## config.mk

```make
export PLATFORM = sky130hd
export DESIGN_NAME = slab_compare_sequencer
export DESIGN_NICKNAME = d
export VERILOG_FILES = /design/src/rtl/raabb_cmp_pkg.sv /design/src/rtl/fp_ge_decode.sv /design/src/rtl/slab_compare_sequencer.sv
export SDC_FILE = /design/constraint.sdc
export NUM_CORES = 1
export LEC_CHECK = 0
export ABC_AREA = 1
export CORE_ASPECT_RATIO = 0.7
export CORE_MARGIN = 2
export CORE_UTILIZATION = 58
export CTS_BUF_LIST = sky130_fd_sc_hd__clkbuf_2
export DETAILED_ROUTE_END_ITERATION = 12
export PLACE_DENSITY = 0.88
export SYNTH_ARGS = -nofsm -noshare
export SYNTH_HDL_FRONTEND = slang
export SYNTH_HIERARCHICAL = 1
export SYNTH_SLANG_ARGS = --single-unit
```

## constraint.sdc

```tcl
create_clock -name clk -period 22.4 [get_ports clk]
set_input_delay 5.6 -clock clk [delete_from_list [all_inputs] [get_ports clk]]
set_output_delay 5.6 -clock clk [all_outputs]
set_load 0.02 [all_outputs]
```

## src/rtl/raabb_cmp_pkg.sv

```systemverilog
// Shared types and constants for the slab compare sequencer: FP exception
// codes, subtractor op ids, FSM state encoding, op tag and the FP zero word.
package raabb_cmp_pkg;

    typedef enum logic [1:0] {
        EXC_ZERO   = 2'b00,
        EXC_NORMAL = 2'b01,
        EXC_INF    = 2'b10,
        EXC_NAN    = 2'b11
    } exc_t;

    typedef enum logic [2:0] {
        OP_C0 = 3'd0,
        OP_C1 = 3'd1,
        OP_C2 = 3'd2,
        OP_C3 = 3'd3,
        OP_C4 = 3'd4,
        OP_C5 = 3'd5
    } op_t;

    typedef enum logic [2:0] {
        IDLE,
        P1,
        W1,
        P2,
        W2,
        P3,
        W3,
        DONE
    } state_t;

    typedef struct packed {
        logic valid;
        op_t  op;
    } tag_t;

    // Zero is all bits clear (exception field EXC_ZERO); sliced to the word width by users.
    localparam int unsigned         FP_MAX_W = 64;
    localparam logic [FP_MAX_W-1:0] FP_ZERO  = '0;

endpackage

```

## src/rtl/fp_ge_decode.sv

```systemverilog
// Combinational decode of a subtractor result R = X-Y into X >= Y.
module fp_ge_decode
    import raabb_cmp_pkg::*;
#(
    parameter int unsigned WIDTH = 26
) (
    input  logic [WIDTH:0] r,
    output logic           ge
);

    exc_t exc;
    logic sgn;
    logic unused_mag;

    assign exc        = exc_t'(r[WIDTH:WIDTH-1]);
    assign sgn        = r[WIDTH-2];
    assign unused_mag = ^r[WIDTH-3:0];

    // Zero difference is GE, finite/infinite follow the sign, NaN is never GE.
    always_comb begin
        ge = 1'b0;
        case (exc)
            EXC_ZERO:            ge = 1'b1;
            EXC_NORMAL, EXC_INF: ge = !sgn;
            default:             ge = 1'b0;
        endcase
    end

endmodule

```

## src/rtl/slab_compare_sequencer.sv

```systemverilog
// Ray/AABB slab reduction sequenced over one shared external pipelined FP
// subtractor: tmin = max(tnear), tmax = min(tfar), hit = tmax >= tmin.
// Optional macro RAABB_ORIGIN_CLIP_EN adds a tmax >= 0 test to hit.
module slab_compare_sequencer
    import raabb_cmp_pkg::*;
#(
    parameter int unsigned WIDTH   = 26,
    parameter int unsigned SUB_LAT = 2
) (
    input  logic           clk,
    input  logic           rst,
    input  logic           in_valid,
    output logic           in_ready,
    input  logic [WIDTH:0] tnear_x,
    input  logic [WIDTH:0] tnear_y,
    input  logic [WIDTH:0] tnear_z,
    input  logic [WIDTH:0] tfar_x,
    input  logic [WIDTH:0] tfar_y,
    input  logic [WIDTH:0] tfar_z,
    output logic [WIDTH:0] cmp_a,
    output logic [WIDTH:0] cmp_b,
    output logic           cmp_issue,
    input  logic [WIDTH:0] cmp_r,
    output logic           out_valid,
    input  logic           out_ready,
    output logic           hit,
    output logic [WIDTH:0] tmin_out,
    output logic [WIDTH:0] tmax_out
);

    state_t         state, state_nxt;
    logic           step, step_nxt;
    logic           ready_en;
    logic           issue;
    op_t            issue_op;
    logic [WIDTH:0] a_sel, b_sel, a_last, b_last;
    logic [WIDTH:0] tnx, tny, tnz, tfx, tfy, tfz;
    logic [WIDTH:0] nmax, fmin, tmin, tmax;
    logic           ge, ge_hit;
    op_t            exp_op;
    tag_t           tag_pipe [SUB_LAT];
    tag_t           tag_out;
`ifdef RAABB_ORIGIN_CLIP_EN
    logic           ge_pos;
`endif

    fp_ge_decode #(.WIDTH(WIDTH)) u_ge (
        .r  (cmp_r),
        .ge (ge)
    );

    assign tag_out   = tag_pipe[SUB_LAT-1];
    assign in_ready  = ready_en && (state == IDLE);
    assign out_valid = (state == DONE);
    assign cmp_issue = issue;
    assign cmp_a     = issue ? a_sel : a_last;
    assign cmp_b     = issue ? b_sel : b_last;
    assign tmin_out  = tmin;
    assign tmax_out  = tmax;
`ifdef RAABB_ORIGIN_CLIP_EN
    assign hit = ge_hit && ge_pos;
`else
    assign hit = ge_hit;
`endif

    // State register; ready_en keeps in_ready low until the first edge after reset.
    always_ff @(posedge clk or posedge rst) begin
        if (rst) begin
            state    <= IDLE;
            step     <= 1'b0;
            ready_en <= 1'b0;
        end else begin
            state    <= state_nxt;
            step     <= step_nxt;
            ready_en <= 1'b1;
        end
    end

    // Next state and subtractor issue; step selects the op within a P phase.
    always_comb begin
        state_nxt = state;
        step_nxt  = step;
        issue     = 1'b0;
        issue_op  = OP_C0;
        a_sel     = '0;
        b_sel     = '0;
        case (state)
            IDLE: begin
                step_nxt = 1'b0;
                if (in_valid && in_ready) state_nxt = P1;
            end
            P1: begin
                issue = 1'b1;
                if (!step) begin
                    issue_op = OP_C0; a_sel = tnx; b_sel = tny; step_nxt = 1'b1;
                end else begin
                    issue_op = OP_C1; a_sel = tfx; b_sel = tfy; step_nxt = 1'b0;
                    state_nxt = W1;
                end
            end
            W1: if (tag_out.valid && tag_out.op == OP_C1) state_nxt = P2;
            P2: begin
                issue = 1'b1;
                if (!step) begin
                    issue_op = OP_C2; a_sel = nmax; b_sel = tnz; step_nxt = 1'b1;
                end else begin
                    issue_op = OP_C3; a_sel = fmin; b_sel = tfz; step_nxt = 1'b0;
                    state_nxt = W2;
                end
            end
            W2: if (tag_out.valid && tag_out.op == OP_C3) state_nxt = P3;
            P3: begin
                issue = 1'b1;
`ifdef RAABB_ORIGIN_CLIP_EN
                if (!step) begin
                    issue_op = OP_C4; a_sel = tmax; b_sel = tmin; step_nxt = 1'b1;
                end else begin
                    issue_op = OP_C5; a_sel = tmax; b_sel = FP_ZERO[WIDTH:0]; step_nxt = 1'b0;
                    state_nxt = W3;
                end
`else
                issue_op = OP_C4; a_sel = tmax; b_sel = tmin;
                state_nxt = W3;
`endif
            end
            W3: begin
`ifdef RAABB_ORIGIN_CLIP_EN
                if (tag_out.valid && tag_out.op == OP_C5) state_nxt = DONE;
`else
                if (tag_out.valid && tag_out.op == OP_C4) state_nxt = DONE;
`endif
            end
            DONE: if (out_ready) state_nxt = IDLE;
            default: state_nxt = IDLE;
        endcase
    end

    // Hold the last driven operands so cmp_a/cmp_b stay put between issues.
    always_ff @(posedge clk or posedge rst) begin
        if (rst) begin
            a_last <= '0;
            b_last <= '0;
        end else begin
            a_last <= cmp_a;
            b_last <= cmp_b;
        end
    end

    // Tag shift register: slot SUB_LAT-1 describes the cmp_r present this cycle.
    always_ff @(posedge clk or posedge rst) begin
        if (rst) begin
            for (int unsigned i = 0; i < SUB_LAT; i++) tag_pipe[i] <= '0;
        end else begin
            tag_pipe[0] <= '{valid: issue, op: issue_op};
            for (int unsigned i = 1; i < SUB_LAT; i++) tag_pipe[i] <= tag_pipe[i-1];
        end
    end

    // Operand capture on acceptance and result consumption by tagged op id.
    always_ff @(posedge clk or posedge rst) begin
        if (rst) begin
            tnx <= '0; tny <= '0; tnz <= '0;
            tfx <= '0; tfy <= '0; tfz <= '0;
            nmax <= '0; fmin <= '0; tmin <= '0; tmax <= '0;
            ge_hit <= 1'b0;
            exp_op <= OP_C0;
`ifdef RAABB_ORIGIN_CLIP_EN
            ge_pos <= 1'b0;
`endif
        end else begin
            if (in_valid && in_ready) begin
                tnx <= tnear_x; tny <= tnear_y; tnz <= tnear_z;
                tfx <= tfar_x;  tfy <= tfar_y;  tfz <= tfar_z;
                exp_op <= OP_C0;
            end
            if (tag_out.valid) begin
                exp_op <= op_t'(3'(exp_op) + 3'd1);
                case (tag_out.op)
                    OP_C0: nmax   <= ge ? tnx  : tny;
                    OP_C1: fmin   <= ge ? tfy  : tfx;
                    OP_C2: tmin   <= ge ? nmax : tnz;
                    OP_C3: tmax   <= ge ? tfz  : fmin;
                    OP_C4: ge_hit <= ge;
`ifdef RAABB_ORIGIN_CLIP_EN
                    OP_C5: ge_pos <= ge;
`endif
                    default: ;
                endcase
            end
        end
    end

    // Results must come back in issue order.
    tag_order: assert property (@(posedge clk) disable iff (rst)
        tag_out.valid |-> (tag_out.op == exp_op));

endmodule

```

Yosys cells after proc, flatten, opt, wreduce, memory -nomap -nowiden
Index checks and enable logic that the tools add are counted.

Register bits after elaboration: 338. Word-level logic and storage cells: 86. Output and inout bits: 112. Input port bits: 193.

Mux-type cells: 27. Reduce and logical (&&, ||, !) cells: 19. Eq/ne operators: 20.

Operators with widths (number): 2-to-1 mux 27 bit (10); case mux 27 bit (3 select lines) (2); case mux 3 bit (8 select lines) (1); 2-to-1 mux 3 bit (7); == test 3 bit (second input constant) (5); == test 3 x 2 -> 1 bit (second input constant) (4); != test 2 bit (second input constant) (5); AND reduction 2 bit (5); case mux 3 bit (3 select lines) (1); AND reduction 7 bit (1); == test 3 x 1 -> 1 bit (second input constant) (2); zero test 3 bit (2); logical AND 1 bit (5); 2-to-1 mux 1 bit (4); != test 2 x 1 -> 1 bit (second input constant) (2); case mux 1 bit (2 select lines) (2); OR reduction 2 bit (2); OR reduction 3 bit (1); == test 2 x 1 -> 1 bit (second input constant) (1); == test 2 bit (second input constant) (1); zero test 2 bit (1); nonzero test 2 bit (1); zero test 1 bit (1).

Longest topological paths before layout
Gate-level depths: netlist of the first run.

Word-level depth: 5. Mapped depth: 11. Mapped depth without buffers: 9.

By module
Netlist of the first run, hierarchy kept.

By module, submodules not included: slab_compare_sequencer (cells each 1888, seq. area each 8458.1 µm², times used 1, area each 15643.8 µm²); fp_ge_decode (cells each 8, seq. area each 0.0 µm², times used 1, area each 52.6 µm²).

Worst setup path after synthesis of the first run
Ideal clock, no wire load.

Path kind: register to output. Start: register state[1]. End: output cmp_a[10]. Stages on the path, launching flop included: 6. Slack: 15.298 ns. Buffers on the path: 2. Arrival: 1.502 ns. Data required time: 16.800 ns. Cells stage by stage: dfrtp_1 buf_4 nor2_2 nand2_1 clkbuf_1 o2111ai_1.

Word-level cells in the longest chain between the ends: 4. Elaborated cells between the ends (all ways): 7. Classes of those cells: 3 x eq/ne; 3 x mux; 1 x reduce/logical.

Ends and longest elaborated chain: from (decl) (line slab_compare_sequencer.sv:31) `state_t state, state_nxt;`; from (signal assigned) (line slab_compare_sequencer.sv:73) `state <= state_nxt;`; == test 3 x 2 -> 1 bit, or another cell as far along (line slab_compare_sequencer.sv:87) `case (state)`; OR reduction 3 bit (no line); 2-to-1 mux 1 bit (line slab_compare_sequencer.sv:87); 2-to-1 mux 27 bit * (line slab_compare_sequencer.sv:56) `assign cmp_a = issue ? a_sel : a_last;`; to (decl) (line slab_compare_sequencer.sv:20) `output logic [WIDTH:0] cmp_a,`.

Mark *: on every way between the ends. The rest lies on a longest branch, timed or not.

Worst setup path in the final report of the first run
Start: register step. End: output cmp_a[5].

Word-level cells in the longest chain between the ends: 3. Elaborated cells between the ends (all ways): 4. Classes of those cells: 4 x mux.

Ends and longest elaborated chain: from (decl) (line slab_compare_sequencer.sv:32) `logic step, step_nxt;`; from (signal assigned) (line slab_compare_sequencer.sv:74) `step <= step_nxt;`; 2-to-1 mux 27 bit (on tied branches) (line slab_compare_sequencer.sv:104, slab_compare_sequencer.sv:94); case mux 27 bit (3 select lines) * (line slab_compare_sequencer.sv:87); 2-to-1 mux 27 bit * (line slab_compare_sequencer.sv:56).

Marked as above.

==> metrics.yaml, run 1 <==
detailed_routing:
  ant_nets: 0
  wl_per_cell_um: 17.84
  vias: 14570
  wl_um: 45580
  first_pass_iters: 5
  post-route-drc-count: 0
  viasPerCell: 5.701
  drtIter0Drc: 1231
timing:
  max_freq_mhz: 101.3
  worstMarginPinSlew_ns: 1.165
  slew_viol_final: 0
  period_minus_slack_ns: 9.868
  fin_crit_sh_pct: 44.05
  rsz0062_at_grt: "false"
  hold_violations: 0
  setup_tns_ns: 0
  clock_skew_ns: 0.08226
  slew_headroom_pct: 22.30
  setup_viol: 0
finish:
  layout-drive-gt1-share_pct: 7.127
  final_util_pct: 71.77
  regArea_um2: 8462
  syn_to_final_growth_pct: 21.86
  multi_input_area_um2: 5764
  mostFrequentLayoutCell: "nand2_1"
  fill_cells: 2043
  fin_nets: 2339
  final_cell_mix: "506 x nand2_1, 337 x dfrtp_1, 279 x clkdlybuf4s50_1"
place:
  gp_congestion: 0.8631
  port_buffers: 280
  dpl.hpwl_um: 28680
die:
  rows: 50
  start_util_pct: 58.90
  die_y_um: 141.6
  io_pins: 305
  die-width_um: 200.6
  core_um2: 26650
  die-area_um2: 28420
pwr:
  powerDensity_nw_per_um2: 150.4
  combPwrFrac_pct: 49.1
  irDropWorstVdd_v: 0.0001059
  power_frac_seq_pct: 38.1
  leakage_uw: 0.009053
  swShare_pct: 45.06
  clkPwrFrac_pct: 12.9
  p_switching_uw: 1296
  p_int_uw: 1581
grt:
  grt_max_degree: 191
  antenna_found_initial: 1
  grt_pass1_vias: 14450
  grtUsageTotal_pct: 32.21
  grt_overflow: 0
  grt_first_pass_wirelength_um: 72730
yosys:
  synth_cell_types: 25
  yosysSeqAreaShare_pct: 53.89
  syn_area_um2: 15700
  synth_seq_cells: 338
  synth.top_cell.area_share_pct: 53.89
  synth_area_leaders: "dfrtp_1 54%, nand2_1 12%, o21ai_0 6.8%"
  synth_cells: 1896
  yosysTopAreaCell: "dfrtp_1"
  yosys_warnings: 6
  synth_area_per_cell_um2: 8.279
  synth_nets: 2091
clock_tree:
  cts_root_buf: "clkbuf_2"
  cts_made_buffers: 80
  htreeDepth: 3
  cts_resized: 0
  clk_latency_ns: 0.91
  cts_hold_buf: 0
  clock-sinks: 338
  cts_tree: "yes"
  clk_pin_slew_ns: 0.12
  cts_max_path_buffers: 3
  post_cts_buffers: 0
setup_path:
  rr_startpoint: "state[1]"
  cp_max_fo: 122
  crit_arrival_ns: 4.27
  crit_end: "cmp_a[5]"
  cp-start-kind: "flop"
  r2r_slack_ns: 18.69
  criticalPathCategory: "reg -> out"
  required_ns: 16.80
  r2r-end: "tnx[11]"
  reg2regPathDepth: 8
  cp-startpoint: "step"
  end_kind: "output port"
worst_hold_path:
  hold_path.class: "reg -> reg"
run:
  drv_cap: 0
status:
  outcome: "complete, no violations"
[metrics by stage]
step / cells / hold slack (ns) / cell area (um^2) / setup WS, ns / total power (uW)
final: 2555 / 0.3540 / 19130 / 12.53 / 2877
after detailed placement: 2426 / 0.3364 / 18510 / 13.38 / 2496
after global routing: 2555 / 0.3657 / 19130 / 12.27 / 3071
after global placement: 2426 / 0.3316 / 18510 / 13.41 / 2434
after CTS: 2553 / 0.3576 / 19120 / 12.51 / 2871
after floorplan: 1896 / 0.3312 / 15700 / 7.433 / 1910
[power by group through the flow]
| stage | sequential (uW) | clock [uW] | combinational, uW |
|---|---|---|---|
| finish | 1090 | 370 | 1410 |
| global placement | 1080 | 0 | 1350 |
| detailed placement | 1100 | 0 | 1400 |
| floorplan | 1090 | 0 | 819 |
| global route | 1120 | 407 | 1540 |
| CTS | 1090 | 376 | 1410 |
[metal layers]
layer  share of wire, %  track usage, %  vias up
met4                2.4           12.20        0
met1                 41           43.38     6934
met2                 46           51.70      809
met3                 10           7.258      114
li1                   -               -     6708
met5                  0               0        -
[cell usage after synthesis]
library cell	n
nand3_1	62
buf_2	57
o211ai_1	108
a21oi_1	109
and2_1	1
or2_2	1
o21ai_0	212
buf_4	3
nor4_4	1
o21ai_1	6
nor2_4	3
a21oi_2	1
clkinv_1	1
nor2_1	116
buf_6	8
inv_1	231
conb_1	1
nor2_2	5
inv_2	3
o2111ai_1	54
nand2_1	507
nand2_2	2
ha_1	2
dfrtp_1	338
clkbuf_1	64
[worst min path at each step]
stage,startpoint,endpoint,slack (ns),depth (start not counted)
floorplan,tag_pipe[4],tag_out[0],0.33,0
CTS,tag_pipe[7],tag_out[3],0.36,0
detailed placement,tag_pipe[5],tag_out[1],0.34,0
global placement,tag_pipe[6],tag_out[2],0.33,0
finish,tag_pipe[7],tag_out[3],0.35,0
global route,tag_pipe[7],tag_out[3],0.37,0
[final cells by class]
class                           instances  area share (%)
Antenna cell                            2         0.02616
Sequential cell                       338           44.24
Tap cell                              364           2.381
Timing Repair Buffer                  298           15.33
Inverter                              235           4.657
Clock inverter                         14          0.2747
Clock buffer                          113           2.957
Multi-Input combinational cell       1191           30.13
[registers in the layout (all words and copies together) (netlist names)]
name      flops
a_last       27
b_last       27
fmin         27
hit           1
nmax         27
ready_en      1
state         3
step          1
tag_out       4
tag_pipe      4
tfx          27
tfy          27
tfz          27
tmax_out     27
tmin_out     27
tnx          27
tny          27
tnz          27
[worst max-delay path: stages (launching register included)]
cell             delay [ns]
dfrtp_4                1.18
buf_4                  0.82
nand2_1                0.15
o21ai_0                0.12
nand2_1                0.08
o2111ai_1              0.23
clkdlybuf4s50_1        0.70
[logic make-up (layout without fill, tap and decap cells)]
group                      count (synthesis)  in the layout  synth area share, %
DFF                                      338            338                53.89
buffers and inverters                    367            660                9.685
and+or+nand+nor                          698            698                17.58
adders and majority gates                  2              2               0.1594
AOI/OAI and AO/OA                        490            490                18.66
other                                      1              3              0.02389
No activity file was read; power rests on OpenSTA's default activity.
==> run 2: changes to the inputs <==
--- a/config.mk
+++ b/config.mk
@@ -8,10 +8,10 @@
 export ABC_AREA = 1
 export CORE_ASPECT_RATIO = 0.7
 export CORE_MARGIN = 2
-export CORE_UTILIZATION = 58
+export CORE_UTILIZATION = 54
 export CTS_BUF_LIST = sky130_fd_sc_hd__clkbuf_2
 export DETAILED_ROUTE_END_ITERATION = 12
-export PLACE_DENSITY = 0.88
+export PLACE_DENSITY = 0.83
 export SYNTH_ARGS = -nofsm -noshare
 export SYNTH_HDL_FRONTEND = slang
 export SYNTH_HIERARCHICAL = 1
==> constraint.sdc (replaced) <==
create_clock -name clk -period 9.65 [get_ports clk]
set_input_delay 2.4125 -clock clk [delete_from_list [all_inputs] [get_ports clk]]
set_output_delay 2.4125 -clock clk [all_outputs]
set_load 0.02 [all_outputs]
==> run 2 against run 1 <==
  * Global-route usage shrank 1.9 points
  * Register-to-register slack got worse by 12 ns
  * Sequential power grew 130%
  * Final cell count grew 0.90%
  * Critical path type unchanged
  * Highest routed layer unchanged
==> metrics.yaml, run 2 (same netlist as run 1, synthesis figures left out) <==
run:
  drv_cap: 0  # unchanged
pwr:
  p_total_uw: 6682  # was 2877 uW
  leakage_uw: 0.009071  # was 0.009053 uW
  irDropWorstVdd_v: 0.0002380  # was 0.0001059 V
  powerDensity_nw_per_um2: 348.2  # was 150.4 nW/um^2
timing:
  setup_tns_ns: 0  # unchanged
  slew_headroom_pct: 22.07  # was 22.30%
  worstMarginPinSlew_ns: 1.169  # was 1.165 ns
  slew_viol_final: 0  # unchanged
  hold_violations: 0  # unchanged
  clock_skew_ns: 0.06410  # was 0.08226 ns
  period_minus_slack_ns: 6.715
  max_freq_mhz: 148.9
  fin_crit_sh_pct: 69.58
  rsz0062_at_grt: "false"  # unchanged
  setup_viol: 0  # unchanged
  timing.final.ws_setup_ns: 2.935  # was 12.53 ns
clock_tree:
  cts_root_buf: "clkbuf_2"  # unchanged
  htreeDepth: 3  # unchanged
  cts_made_buffers: 82  # was 80
  cts_resized: 0  # unchanged
  clock-sinks: 338  # unchanged
  cts_hold_buf: 0  # unchanged
  clk_latency_ns: 0.88  # was 0.91 ns
  cts_max_path_buffers: 3  # unchanged
  cts_tree: "yes"  # unchanged
  clk_pin_slew_ns: 0.11  # was 0.12 ns
  post_cts_buffers: 0  # unchanged
die:
  die-area_um2: 30470  # was 28420 um^2
  core_um2: 28760  # was 26650 um^2
  start_util_pct: 54.58  # was 58.90%
  rows: 52  # was 50
  die_y_um: 146.6  # was 141.6 um
  io_pins: 305  # unchanged
  die-width_um: 207.8  # was 200.6 um
grt:
  grt_first_pass_wirelength_um: 73640  # was 72730 um
  grt_pass1_vias: 14350  # was 14450
  antenna_found_initial: 4  # was 1
  grtUsageTotal_pct: 30.31  # was 32.21%
  grt_overflow: 0  # unchanged
  grt_max_degree: 181  # was 191
setup_path:
  rr_startpoint: "state[2]"  # was state[1]
  end_kind: "output port"  # unchanged
  crit_arrival_ns: 4.30  # was 4.27 ns
  cp_max_fo: 112  # was 122
  criticalPathCategory: "reg -> out"  # unchanged
  cp-startpoint: "step"  # unchanged
  cp-start-kind: "flop"  # unchanged
  required_ns: 7.24  # was 16.80 ns
detailed_routing:
  ant_nets: 0  # unchanged
  viasPerCell: 5.596  # was 5.701
  drtIter0Drc: 1228  # was 1231
  vias: 14430  # was 14570
  post-route-drc-count: 0  # unchanged
  wl_per_cell_um: 17.82  # was 17.84 um
  first_pass_iters: 5  # unchanged
  wl_um: 45940  # was 45580 um
place:
  place_area_um2: 18530  # was 18510 um^2
  dp_slack_ns: 3.996  # was 13.38 ns
  dpl.hpwl_um: 28620  # was 28680 um
  port_buffers: 280  # unchanged
  gp_congestion: 0.8167  # was 0.8631
finish:
  final_util_pct: 66.73  # was 71.77%
  mostFrequentLayoutCell: "nand2_1"  # unchanged
  layout-drive-gt1-share_pct: 7.240  # was 7.127%
  syn_to_final_growth_pct: 22.26  # was 21.86%
  final_cell_mix: "506 x nand2_1, 337 x dfrtp_1, 279 x clkdlybuf4s50_1"  # unchanged
  stdcell_area_um2: 19190  # was 19130 um^2
  fin_nets: 2341  # was 2339
worst_hold_path:
  hold_path.class: "reg -> reg"  # unchanged
  hp-start: "tag_pipe[7]"  # unchanged
status:
  outcome: "complete, no violations"  # unchanged
-- run 2: cell types whose count changed in the layout (fill, tap and decap cells not counted) --
cell	previous run	this run
clkinv_1	12	16
diode_2	2	4
buf_12	0	1
buf_4	18	17
clkbuf_2	113	114
clkinvlp_4	0	1
inv_2	6	7
inv_4	0	1
inv_8	1	0
-- run 2: per-stage QoR --
step / hold slack (ns) / std cells
5_1_grt: 0.3621 / 2578
3_3_place_gp: 0.3328 / 2440
3_5_place_dp: 0.3347 / 2440
6_report: 0.3420 / 2578
2_1_floorplan: 0.3312 / 1896
4_1_cts: 0.3447 / 2574
-- run 2: final timing paths --
kind	endpoint	slack, ns	cells past startpoint
min reg2reg	tag_out[3]	0.34	0
max in group asynchronous	tfx[10]	6.05	4
max reg2reg	tnx[14]	6.63	7
max	cmp_a[19]	2.94	6
min	tag_out[3]	0.34	0
min in group asynchronous	tnx[21]	2.10	3
-- run 2: area by class of cell --
type                            instances  area [um^2]
Clock buffer                          114        570.5
Inverter                              235        888.4
Clock inverter                         20        76.32
Antenna cell                            4        10.01
Timing Repair Buffer                  298         2945
Tap cell                              378        473.0
Fill cell                            2376         9568
Multi-Input combinational cell       1191         5764
Sequential cell                       338         8462
-- run 2: layer usage --
layer	track usage (%)	share of wire, %	vias up
li1	-	-	6725
met1	43.01	43	6920
met2	46.15	45	711
met3	6.410	9.2	71
met4	11.52	2.2	0
met5	0	0	-
-- run 2: where the power goes --
group | leakage, uW | internal (uW) | switching, uW
logic | 0.00460 | 1260 | 2020
clock network | 0.000515 | 313 | 558
registers | 0.00395 | 2100 | 427
total | 0.00907 | 3670 | 3010
-- run 2: critical path, cell delays in order, from the launching register on --
cell and delay (ns):
dfrtp_4 1.10, buf_4 0.89, nand2_1 0.11, o21ai_0 0.12
nand2_1 0.10, o2111ai_1 0.22, clkdlybuf4s50_1 0.69
